**src/rtl/onehot_demux.sv**
```systemverilog
// One-hot steered demux: one valid/ready input fanned out to CHANNELS registered slots.
// Define ONEHOT_DEMUX_CHECK_EN to drop non-one-hot beats and flag them on o_err.
module onehot_demux #(
    parameter int CHANNELS = 2,
    parameter int WIDTH    = 8
) (
    input  logic                      clk,
    input  logic                      rst,
    input  logic                      i_valid,
    output logic                      i_ready,
    input  logic [CHANNELS-1:0]       i_onehot,
    input  logic [WIDTH-1:0]          i_data,
    output logic [CHANNELS-1:0]       o_valid,
    input  logic [CHANNELS-1:0]       o_ready,
    output logic [CHANNELS*WIDTH-1:0] o_data
`ifdef ONEHOT_DEMUX_CHECK_EN
    ,
    output logic                      o_err
`endif
);

    logic [CHANNELS-1:0]            full_q, full_d;
    logic [CHANNELS-1:0][WIDTH-1:0] slot_q, slot_d;
    logic [CHANNELS-1:0]            can_take;
    logic [CHANNELS-1:0]            load;
    logic                           fits;
    logic                           legal;
    logic                           accept;

    assign can_take = ~full_q | o_ready;
    assign fits     = &(~i_onehot | can_take);

`ifdef ONEHOT_DEMUX_CHECK_EN
    logic err_q, err_d;

    assign legal   = ($countones(i_onehot) == 1);
    // Illegal selects are swallowed so a bad producer cannot wedge the stream.
    assign i_ready = legal ? fits : 1'b1;
    assign err_d   = err_q | (i_valid & ~legal);
    assign o_err   = err_q;

    always_ff @(posedge clk or posedge rst) begin
        if (rst) begin
            err_q <= 1'b0;
        end else begin
            err_q <= err_d;
        end
    end
`else
    assign legal   = |i_onehot;
    assign i_ready = legal & fits;
`endif

    assign accept = i_valid & i_ready & legal;
    assign load   = accept ? i_onehot : '0;

    always_comb begin
        full_d = full_q;
        slot_d = slot_q;
        for (int i = 0; i < CHANNELS; i++) begin
            // A draining slot may be refilled on the same edge.
            full_d[i] = load[i] | (full_q[i] & ~o_ready[i]);
            if (load[i]) begin
                slot_d[i] = i_data;
            end
        end
    end

    always_ff @(posedge clk or posedge rst) begin
        if (rst) begin
            full_q <= '0;
            slot_q <= '0;
        end else begin
            full_q <= full_d;
            slot_q <= slot_d;
        end
    end

    assign o_valid = full_q;
    assign o_data  = slot_q;

endmodule

```
**config.mk**
```make
export PLATFORM = sky130hd
export DESIGN_NAME = onehot_demux
export DESIGN_NICKNAME = d
export VERILOG_FILES = /design/src/rtl/onehot_demux.sv
export SDC_FILE = /design/constraint.sdc
export NUM_CORES = 1
export LEC_CHECK = 0
export CAP_MARGIN = 20
export CORE_MARGIN = 3
export CORE_UTILIZATION = 40
export CTS_CLUSTER_DIAMETER = 50
export DETAILED_ROUTE_END_ITERATION = 6
export PLACE_DENSITY = 0.75
export SLEW_MARGIN = 40
export SYNTH_ARGS = -nofsm -noshare
export SYNTH_HDL_FRONTEND = slang
export SYNTH_SLANG_ARGS = --single-unit
```
**constraint.sdc**
```tcl
create_clock -name clk -period 1.5 [get_ports clk]
set_input_delay 0.3 -clock clk [delete_from_list [all_inputs] [get_ports clk]]
set_output_delay 0.3 -clock clk [all_outputs]
set_load 0.005 [all_outputs]
```
* Yosys cells after proc, flatten, opt, wreduce, memory -nomap -nowiden
Cells that the tools add are included.
** Storage, ports and cells
- Bits in registers :: 18
- Word-level logic and storage cells :: 19
** Operators by class
- Muxes and demuxes :: 1
- Reduce and logical (&&, ||, !) cells :: 2
- Bitwise operators :: 13
** Operators by type and width (number)
- $and 1x1->1 :: 5
- $not 2->2 :: 2
- $or 2x2->2 :: 2
- $mux 2 :: 1
- $not 1->1 :: 2
- $or 1x1->1 :: 2
- $reduce_and 2->1 :: 1
- $reduce_or 2->1 :: 1

* Logic depth before layout (Yosys ltp)
Gate-level depths: netlist of run 1.
- Depth in word-level cells :: 9
- Gate-level depth with buffers :: 4
- Mapped depth without buffers :: 3

* Least setup slack after synthesis of run 1
No wires, ideal clock.
- Path type :: register to register
- Start point :: reg full_q[1], in the netlist o_valid[1]
- End point :: reg slot_q (netlist bit o_data[0])
- Arrival time :: 1.121 ns
- Setup slack :: 0.254 ns
- Stages on the path, launching flop included :: 5
- Library setup time :: 0.125 ns
- Path through :: dfrtp_1 nand3b_1 o2111a_1 buf_6 mux2_4
** On the way
- Cells in the longest elaborated chain, start to end :: 8
** RTL lines
- start: declaration :: RTL line 22 : logic [CHANNELS-1:0] full_q, full_d;
- start signal: assignment :: RTL line 74 : full_q <= full_d;
- $not 2->2 :: RTL line 30 : assign can_take = ~full_q | o_ready;
- $or 2x2->2 :: RTL line 30
- $or 2x2->2 :: RTL line 31 : assign fits = &(~i_onehot | can_take);
- $reduce_and 2->1 :: RTL line 31
- $and 1x1->1 :: RTL line 51 : assign i_ready = legal & fits;
- $and 1x1->1 (2 in a row) :: RTL line 54 : assign accept = i_valid & i_ready & legal;
- $mux 2 :: RTL line 55 : assign load = accept ? i_onehot : '0;
- end signal: assignment :: RTL line 75 : slot_q <= slot_d;
- end: declaration :: RTL line 23 : logic [CHANNELS-1:0][WIDTH-1:0] slot_q, slot_d;
No other way between the ends.
A chain may end at the register's enable or synchronous reset.

* Final worst setup path of run 1
- Start point :: reg slot_q (netlist bit o_data[4])
- End point :: out o_data[4]
** RTL lines
- end: declaration :: RTL line 15 : output logic [CHANNELS*WIDTH-1:0] o_data
No word-level cell between the ends.

==> impl_metrics.json, run 1 <==
{
  "vias_per_cell": 4.74,
  "cts_inserted_buffers": 3,
  "detail_route.drc_violations": 0,
  "initial_util": 0.441,
  "ys.flop_type": "dfrtp_1",
  "synthesis.area_um2": 787,
  "die_span_y_um": 50.4,
  "crit_family": "buffers and inverters",
  "timing.critical_path.fanout_max": 2,
  "timing.slew.headroom": 0.859,
  "synth-seq-area-share": 0.572,
  "routedWlPerCell_um": 16.5,
  "die_area_mm2": 0.00254,
  "final-setup-viol-count": 1,
  "dp_hpwl_um": 1340,
  "gpl.final_weighted_congestion": 0.700,
  "grt_overflow_total": 0,
  "r2r-start": "o_valid[0]$_DFF_PP0_",
  "clock_tree.htree_level_count": 1,
  "wl_um": 2060,
  "routed-via-count": 593,
  "clk-insertion-delay-late_ps": 280,
  "grt_pass1_vias": 620,
  "setup.worst_path.end_class": "primary output",
  "drtPass1Iterations": 3,
  "slew_viol_final": 0,
  "yosys-top-cells-count": "dfrtp_1 (18), mux2_4 (16), inv_1 (3)",
  "power.density_cell_area_mw_per_mm2": 1080,
  "fin_worst_hold_slack_ps": 228,
  "max_cap_violation_count": 0,
  "cp_num_buf_inv": 1,
  "critical_path_required_ps": 1200,
  "core_mm2": 0.00178,
  "synthDominantAreaCellType": "dfrtp_1",
  "io_pins": 34,
  "synth-seq-cells": 18,
  "cp_cell_sequence": "clkdlybuf4s50_1",
  "grt_pass1_wl_um": 3290,
  "portBuffers": 33,
  "peakVddDrop_v": 0.000737,
  "worst_slew_pin_slew_ps": 211,
  "yosys_warnings": 0,
  "syn_nets": 61,
  "fillerInstances": 125,
  "grt_usage": 0.173,
  "worstHoldPathType": "in -> async",
  "min_period_over_period": 1.00,
  "cts_buffer_depth": 2,
  "hold_buffers": 0,
  "drive_above_1_share": 0.430,
  "numClockSinks": 18,
  "slowest_stage": "clkdlybuf4s50_1",
  "clkTransAtPathRegs_ps": 110,
  "fmax_ghz": 0.663,
  "detail_route.iter0.violations": 2,
  "timing.clock.skew_ps": 2.68,
  "power_leakage_nw": 0.723,
  "synthToLayoutAreaGrowth_pct": 73.6,
  "reg2reg_setup_slack_ps": 30,
  "yosys.cell_types.count": 8,
  "tritoncts": "yes",
  "reg2reg_to": "o_data[10]$_DFFE_PP0P_",
  "finish.net_count": 116,
  "number_of_failing_hold_endpoints_at_the_final_stage": 0,
  "kind_of_launch_point_of_the_worst_setup_path": "register",
  "n_antenna_cell": 0,
  "grt_antenna_before_repair": 0,
  "failed_checks": "negative setup slack",
  "timing.setup.tns_ps": -7.34,
  "most_frequently_used_cell_type_in_the_post_synthesis_netlist": "dfrtp_1",
  "worst_r2r_path_depth": 5,
  "number_of_flops_mapped_to_enable_cells_by_yosys": 0,
  "result_of_the_run": "finished with violations",
  "synthesis.area_per_instance_um2": 17.1,
  "finalCriticalPeriod_ps": 1510,
  "synth-async-reset-ratio": 1.00,
  "die-width_um": 50.4,
  "cp.arrival_ps": 1210,
  "largest_net_degree_at_the_start_of_global_routing": 15,
  "synthesized_instance_count": 46,
  "timing.final.ws_setup_ps": -7.34,
  "std_cell_rows": 15,
  "criticalPathCategory": "reg -> out",
  "worst_path_largest_cell_delay_ps": 540,
  "netlist.area_leader.share": 0.572,
  "number_of_nets_still_failing_antenna_checks_after_routing": 0,
  "synthTopCellsByArea": "dfrtp_1 (57%), mux2_4 (31%), buf_6 (2.9%)",
  "cts_root_buf": "clkbuf_4",
  "setup_repair_after_global_routing_missed_its_margin": "true"
}
-- worst max path at each step --
stage	start	endpoint	slack, ps	cells past startpoint
2_1_floorplan	o_valid[1]$_DFF_PP0_	o_data[0]$_DFFE_PP0P_	250	4
3_3_place_gp	o_ready[0]	i_ready	-380	4
3_5_place_dp	o_ready[0]	i_ready	-400	4
4_1_cts	o_valid[0]$_DFF_PP0_	o_data[10]$_DFFE_PP0P_	-40	7
5_1_grt	o_data[4]$_DFFE_PP0P_	o_data[4]	-70	1
6_report	o_data[4]$_DFFE_PP0P_	o_data[4]	-7	1
-- cells by family (layout without fill, tap and decap cells) --
group,count (synthesis),after routing,share of synthesized area
and+or+nand+nor,2,2,0.0191
muxes,16,16,0.305
AOI/OAI and AO/OA,5,5,0.0604
buffers and inverters,5,59,0.0429
DFF,18,18,0.572
-- flip-flops by register name (all words and copies together), names as in the netlist --
signal   cells
o_data      16
o_valid      2
-- worst reg2reg max path, cell delays in order, from the launching register on --
cell and delay, ps:
dfrtp_1 400, nand3b_1 130, buf_4 130, o2111a_2 240, buf_6 150, mux2_4 310
-- metrics by stage --
step / cells / total power, W / instance area, µm² / worst slack [ps] / util
detailed placement: 107 / 0.00112 / 1190 / -397 / 0.667
floorplan: 46 / 0.000830 / 787 / 254 / -
global route: 125 / 0.00156 / 1370 / -70.2 / 0.766
finish: 125 / 0.00148 / 1370 / -7.34 / 0.766
global placement: 107 / 0.00111 / 1190 / -379 / 0.667
CTS: 118 / 0.00144 / 1310 / -39.3 / 0.736
-- layout by cell type (no fill, tap or decap) --
| master | count |
|---|---|
| inv_1 | 2 |
| clkdlybuf4s50_1 | 16 |
| clkbuf_4 | 3 |
| clkbuf_8 | 1 |
| buf_2 | 1 |
| nand3b_1 | 2 |
| o211a_1 | 1 |
| dfrtp_1 | 18 |
| mux2_4 | 16 |
| o21bai_1 | 2 |
| buf_4 | 15 |
| clkbuf_16 | 1 |
| dlymetal6s2s_1 | 10 |
| inv_2 | 1 |
| o2111a_2 | 2 |
| buf_6 | 1 |
| buf_12 | 2 |
| dlygate4sd2_1 | 6 |
-- final cells by class --
class,count,area [µm²],share of cell area
Timing Repair Buffer,52,532,0.389
Inverter,3,11.3,0.00824
Sequential cell,18,450,0.330
Tap cell,25,31.3,0.0229
Clock buffer,4,36.3,0.0266
Multi-Input combinational cell,23,305,0.223
-- where the power goes --
| group | switching (W) | internal (W) |
|---|---|---|
| sequential | 0.0000527 | 0.000581 |
| combinational | 0.000154 | 0.000395 |
| clock | 0.000150 | 0.000147 |
-- repair_timing --
action | in CTS | in global routing
endpoints found under the hold margin | 0 | 0
cloned | 1 | 1
endpoints found under the setup margin | 6 | 24
buffers inserted | 7 | 10
gates resized for setup | 13 | 13
-- layer usage --
layer / vias up / routed length (µm) / track usage
met1: 299 / 845 / 0.227
met2: 18 / 1080 / 0.280
met4: 0 / 32 / 0.0538
met3: 4 / 103 / 0.0445
met5: - / 0 / 0
li1: 272 / - / -
No activity file was read; power rests on OpenSTA's default activity.
==> run 2, diff against run 1 <==
Settings changed: SKIP_CTS_REPAIR_TIMING set to 1.
==> impl_metrics.json, run 2 (synthesized netlist as in run 1, its figures left out) <==
{
  "timing.critical_path.fanout_max": 4,
  "finish.net_count": 114,
  "worstHoldPathType": "in -> async",
  "routed-via-count": 584,
  "power.density_cell_area_mw_per_mm2": 1080,
  "fillerInstances": 117,
  "detail_route.iter0.violations": 1,
  "power_leakage_nw": 0.720,
  "setup.worst_path.end_class": "register",
  "grt_overflow_total": 0,
  "grt_pass1_vias": 569,
  "routedWlPerCell_um": 16.8,
  "layout.cells.most_common": "clkdlybuf4s50_1",
  "n_antenna_cell": 0,
  "max_cap_violation_count": 0,
  "criticalPathCategory": "reg -> reg",
  "io_pins": 34,
  "result_of_the_run": "complete, no violations",
  "grt_usage": 0.156,
  "slew_viol_final": 0,
  "synthToLayoutAreaGrowth_pct": 75.4,
  "power.total_w": 0.00150,
  "core_mm2": 0.00178,
  "setup_repair_after_global_routing_missed_its_margin": "true",
  "clock_tree.htree_level_count": 1,
  "tritoncts": "yes",
  "fmax_ghz": 0.678,
  "detailedPlace.worstSlack_ps": -397,
  "grt_pass1_wl_um": 3000,
  "r2r-start": "o_valid[1]$_DFF_PP0_",
  "kind_of_launch_point_of_the_worst_setup_path": "register",
  "cts_buffer_depth": 2,
  "min_period_over_period": 0.984,
  "die_span_y_um": 50.4,
  "drive_above_1_share": 0.398,
  "detail_route.drc_violations": 0,
  "timing.clock.skew_ps": 5.21,
  "die_area_mm2": 0.00254,
  "drtPass1Iterations": 3,
  "peakVddDrop_v": 0.000776,
  "critical_path_required_ps": 1680,
  "timing.setup.tns_ps": 0,
  "worst_slew_pin_slew_ps": 216,
  "gpl.final_weighted_congestion": 0.700,
  "initial_util": 0.441,
  "numClockSinks": 18,
  "clkTransAtPathRegs_ps": 110,
  "cts_inserted_buffers": 3,
  "number_of_nets_still_failing_antenna_checks_after_routing": 0,
  "timing.final.ws_setup_ps": 24.4,
  "worstSetupStartpoint": "o_valid[1]$_DFF_PP0_",
  "number_of_failing_hold_endpoints_at_the_final_stage": 0,
  "vias_per_cell": 4.75,
  "largest_register_ff_count": 16,
  "finalCriticalPeriod_ps": 1480,
  "cts_root_buf": "clkbuf_4",
  "final-setup-viol-count": 0,
  "dp_hpwl_um": 1340,
  "die-width_um": 50.4,
  "largest_net_degree_at_the_start_of_global_routing": 15,
  "std_cell_rows": 15,
  "portBuffers": 33,
  "wl_um": 2070,
  "clk-insertion-delay-late_ps": 280,
  "layout_common_cells": "clkdlybuf4s50_1 (22), dfrtp_1 (18), mux2_4 (16)",
  "grt_antenna_before_repair": 0,
  "timing.slew.headroom": 0.856,
  "cp.arrival_ps": 1660
}
[run 2: layout make-up]
type                       count  area [µm²]  share of cell area
multi-input combinational     23         305               0.221
sequential                    18         450               0.326
timing repair buffer          50         546               0.395
clock buffer                   4        36.3              0.0263
inverter                       3        11.3             0.00816
tap                           25        31.3              0.0227
[run 2: where the power goes]
part	switching [W]	internal (W)
sequential	0.0000550	0.000581
combinational	0.000153	0.000411
clock	0.000148	0.000147
total	0.000356	0.00114
[run 2: routing by layer]
layer | part of all wire | global-route usage | vias up | wire length [µm]
met1 | 0.42 | 0.213 | 292 | 865
met4 | 0.036 | 0.0404 | 0 | 75
li1 | - | - | 266 | -
met5 | 0 | 0 | - | 0
met2 | 0.50 | 0.254 | 20 | 1030
met3 | 0.047 | 0.0297 | 6 | 97
[run 2: worst paths after layout]
check	end	slack (ps)	cells after the start
max reg2reg	o_data[4]$_DFFE_PP0P_	20	5
min	o_valid[1]$_DFF_PP0_	230	2
min reg2reg	o_data[3]$_DFFE_PP0P_	520	1
min in group clk	o_valid[0]$_DFF_PP0_	240	2
max	o_data[4]$_DFFE_PP0P_	20	5
max in group asynchronous	o_data[2]$_DFFE_PP0P_	820	3
[run 2: stage by stage]
step | hold WS [ps] | instances | util | cell area (µm²)
floorplan | 239 | 46 | - | 787
global placement | 494 | 107 | 0.667 | 1190
detailed placement | 493 | 107 | 0.667 | 1190
CTS | 234 | 111 | 0.687 | 1220
global route | 243 | 123 | 0.774 | 1380
finish | 228 | 123 | 0.774 | 1380
[run 2: critical path: stages (launching register included)]
cell	delay [ps]
dfrtp_1	430
nand3b_1	110
buf_4	110
o2111a_2	270
clkbuf_16	160
mux2_4	290
==> run 3, diff against run 2 <==
Settings changed: SETUP_SLACK_MARGIN set to 0.1.
==> impl_metrics.json, run 3 (synthesized netlist as in run 1, its figures left out) <==
{
  "final-setup-viol-count": 0,
  "kind_of_launch_point_of_the_worst_setup_path": "register",
  "timing.clock.skew_ps": 2.61,
  "worst_slew_pin_slew_ps": 217,
  "detailedPlace.worstSlack_ps": -397,
  "max_cap_violation_count": 0,
  "grt_usage": 0.156,
  "worstSetupStartpoint": "o_valid[1]$_DFF_PP0_",
  "grt_pass1_wl_um": 3000,
  "timing.slew.headroom": 0.855,
  "cts_root_buf": "clkbuf_4",
  "setup_repair_after_global_routing_missed_its_margin": "true",
  "clkTransAtPathRegs_ps": 100,
  "routed-via-count": 583,
  "die_span_y_um": 50.4,
  "power_leakage_nw": 0.828,
  "wl_um": 2090,
  "reg2reg_setup_slack_ps": 30,
  "routedWlPerCell_um": 17.0,
  "slew_viol_final": 0,
  "result_of_the_run": "complete, no violations",
  "initial_util": 0.441,
  "core_mm2": 0.00178,
  "synthToLayoutAreaGrowth_pct": 78.2,
  "r2r-start": "o_valid[1]$_DFF_PP0_",
  "die-width_um": 50.4,
  "worst_r2r_path_depth": 5,
  "vias_per_cell": 4.74,
  "min_period_over_period": 0.980,
  "drive_above_1_share": 0.408,
  "die_area_mm2": 0.00254,
  "cts_buffer_depth": 2,
  "clock_tree.htree_level_count": 1,
  "layout.cells.most_common": "dlymetal6s2s_1",
  "numClockSinks": 18,
  "fin_worst_hold_slack_ps": 224,
  "n_antenna_cell": 0,
  "fmax_ghz": 0.680,
  "grt_pass1_vias": 569,
  "peakVddDrop_v": 0.000775,
  "cp.arrival_ps": 1650,
  "detail_route.drc_violations": 0,
  "finish.net_count": 114,
  "layout.core_utilization": 0.787,
  "layout_common_cells": "dlymetal6s2s_1 (22), dfrtp_1 (18), mux2_4 (16)",
  "io_pins": 34,
  "portBuffers": 33,
  "timing.final.ws_setup_ps": 30.1,
  "power.density_cell_area_mw_per_mm2": 1050,
  "dp_hpwl_um": 1340,
  "gpl.final_weighted_congestion": 0.700,
  "std_cell_rows": 15,
  "number_of_failing_hold_endpoints_at_the_final_stage": 0,
  "number_of_nets_still_failing_antenna_checks_after_routing": 0,
  "worstHoldPathType": "in -> async",
  "grt_antenna_before_repair": 0,
  "largest_net_degree_at_the_start_of_global_routing": 15,
  "clk-insertion-delay-late_ps": 280,
  "criticalPathCategory": "reg -> reg",
  "grt_overflow_total": 0,
  "timing.critical_path.fanout_max": 4,
  "detail_route.iter0.violations": 6,
  "critical_path_required_ps": 1680,
  "reg2reg_to": "o_data[4]$_DFFE_PP0P_",
  "tritoncts": "yes",
  "largest_register_ff_count": 16,
  "setup.worst_path.end_class": "register",
  "cts_inserted_buffers": 3,
  "finalCriticalPeriod_ps": 1470,
  "drtPass1Iterations": 4,
  "critical_path.endpoint": "o_data[4]$_DFFE_PP0P_"
}
==> run 3: cell types whose count changed in the layout (fill, tap and decap cells not counted), sizes merged <==
cell / delta
clkdlybuf4s50: -12
clkbuf: +1
dlymetal6s2s: +11
==> run 3: final cells by class <==
| type | instances | area, µm² |
|---|---|---|
| timing repair buffer | 50 | 568 |
| clock buffer | 4 | 36.3 |
| multi-input combinational | 23 | 305 |
| fill | 106 | 380 |
| inverter | 3 | 11.3 |
| tap | 25 | 31.3 |
| sequential | 18 | 450 |
==> run 3: worst min path at each step <==
stage,end,slack [ps],depth (start not counted)
4_1_cts,o_valid[1]$_DFF_PP0_,230,2
3_5_place_dp,o_data[9]$_DFFE_PP0P_,490,1
5_1_grt,o_data[6]$_DFFE_PP0P_,230,2
6_report,o_valid[1]$_DFF_PP0_,220,2
2_1_floorplan,o_data[0]$_DFFE_PP0P_,240,1
3_3_place_gp,o_data[5]$_DFFE_PP0P_,490,1
==> run 3: power breakdown <==
group | total, W | internal (W) | switching, W
clock | 0.000292 | 0.000147 | 0.000144
combinational | 0.000543 | 0.000388 | 0.000155
sequential | 0.000634 | 0.000581 | 0.0000527
total | 0.00147 | 0.00112 | 0.000352
==> run 3: critical path, cell delays in order (launching register included) <==
cell and delay, ps:
dfrtp_1 420, nand3b_1 110, buf_4 110, o2111a_2 270
clkbuf_16 170, mux2_4 290
==> run 3: stage by stage <==
step           instances  instance area, µm²  total power, W  setup TNS (ps)
3_3_place_gp         107                1190         0.00111           -4970
5_1_grt              123                1400         0.00154           -13.8
6_report             123                1400         0.00147               0
2_1_floorplan         46                 787        0.000830               0
3_5_place_dp         107                1190         0.00112           -5160
4_1_cts              111                1220         0.00142            -440
==> run 3: per-layer routing <==
layer	vias up	part of all wire	GRT usage	routed length (µm)
li1	264	-	-	-
met3	6	0.048	0.0297	101
met5	-	0	0	0
met1	293	0.43	0.213	891
met2	20	0.49	0.254	1020
met4	0	0.036	0.0404	75
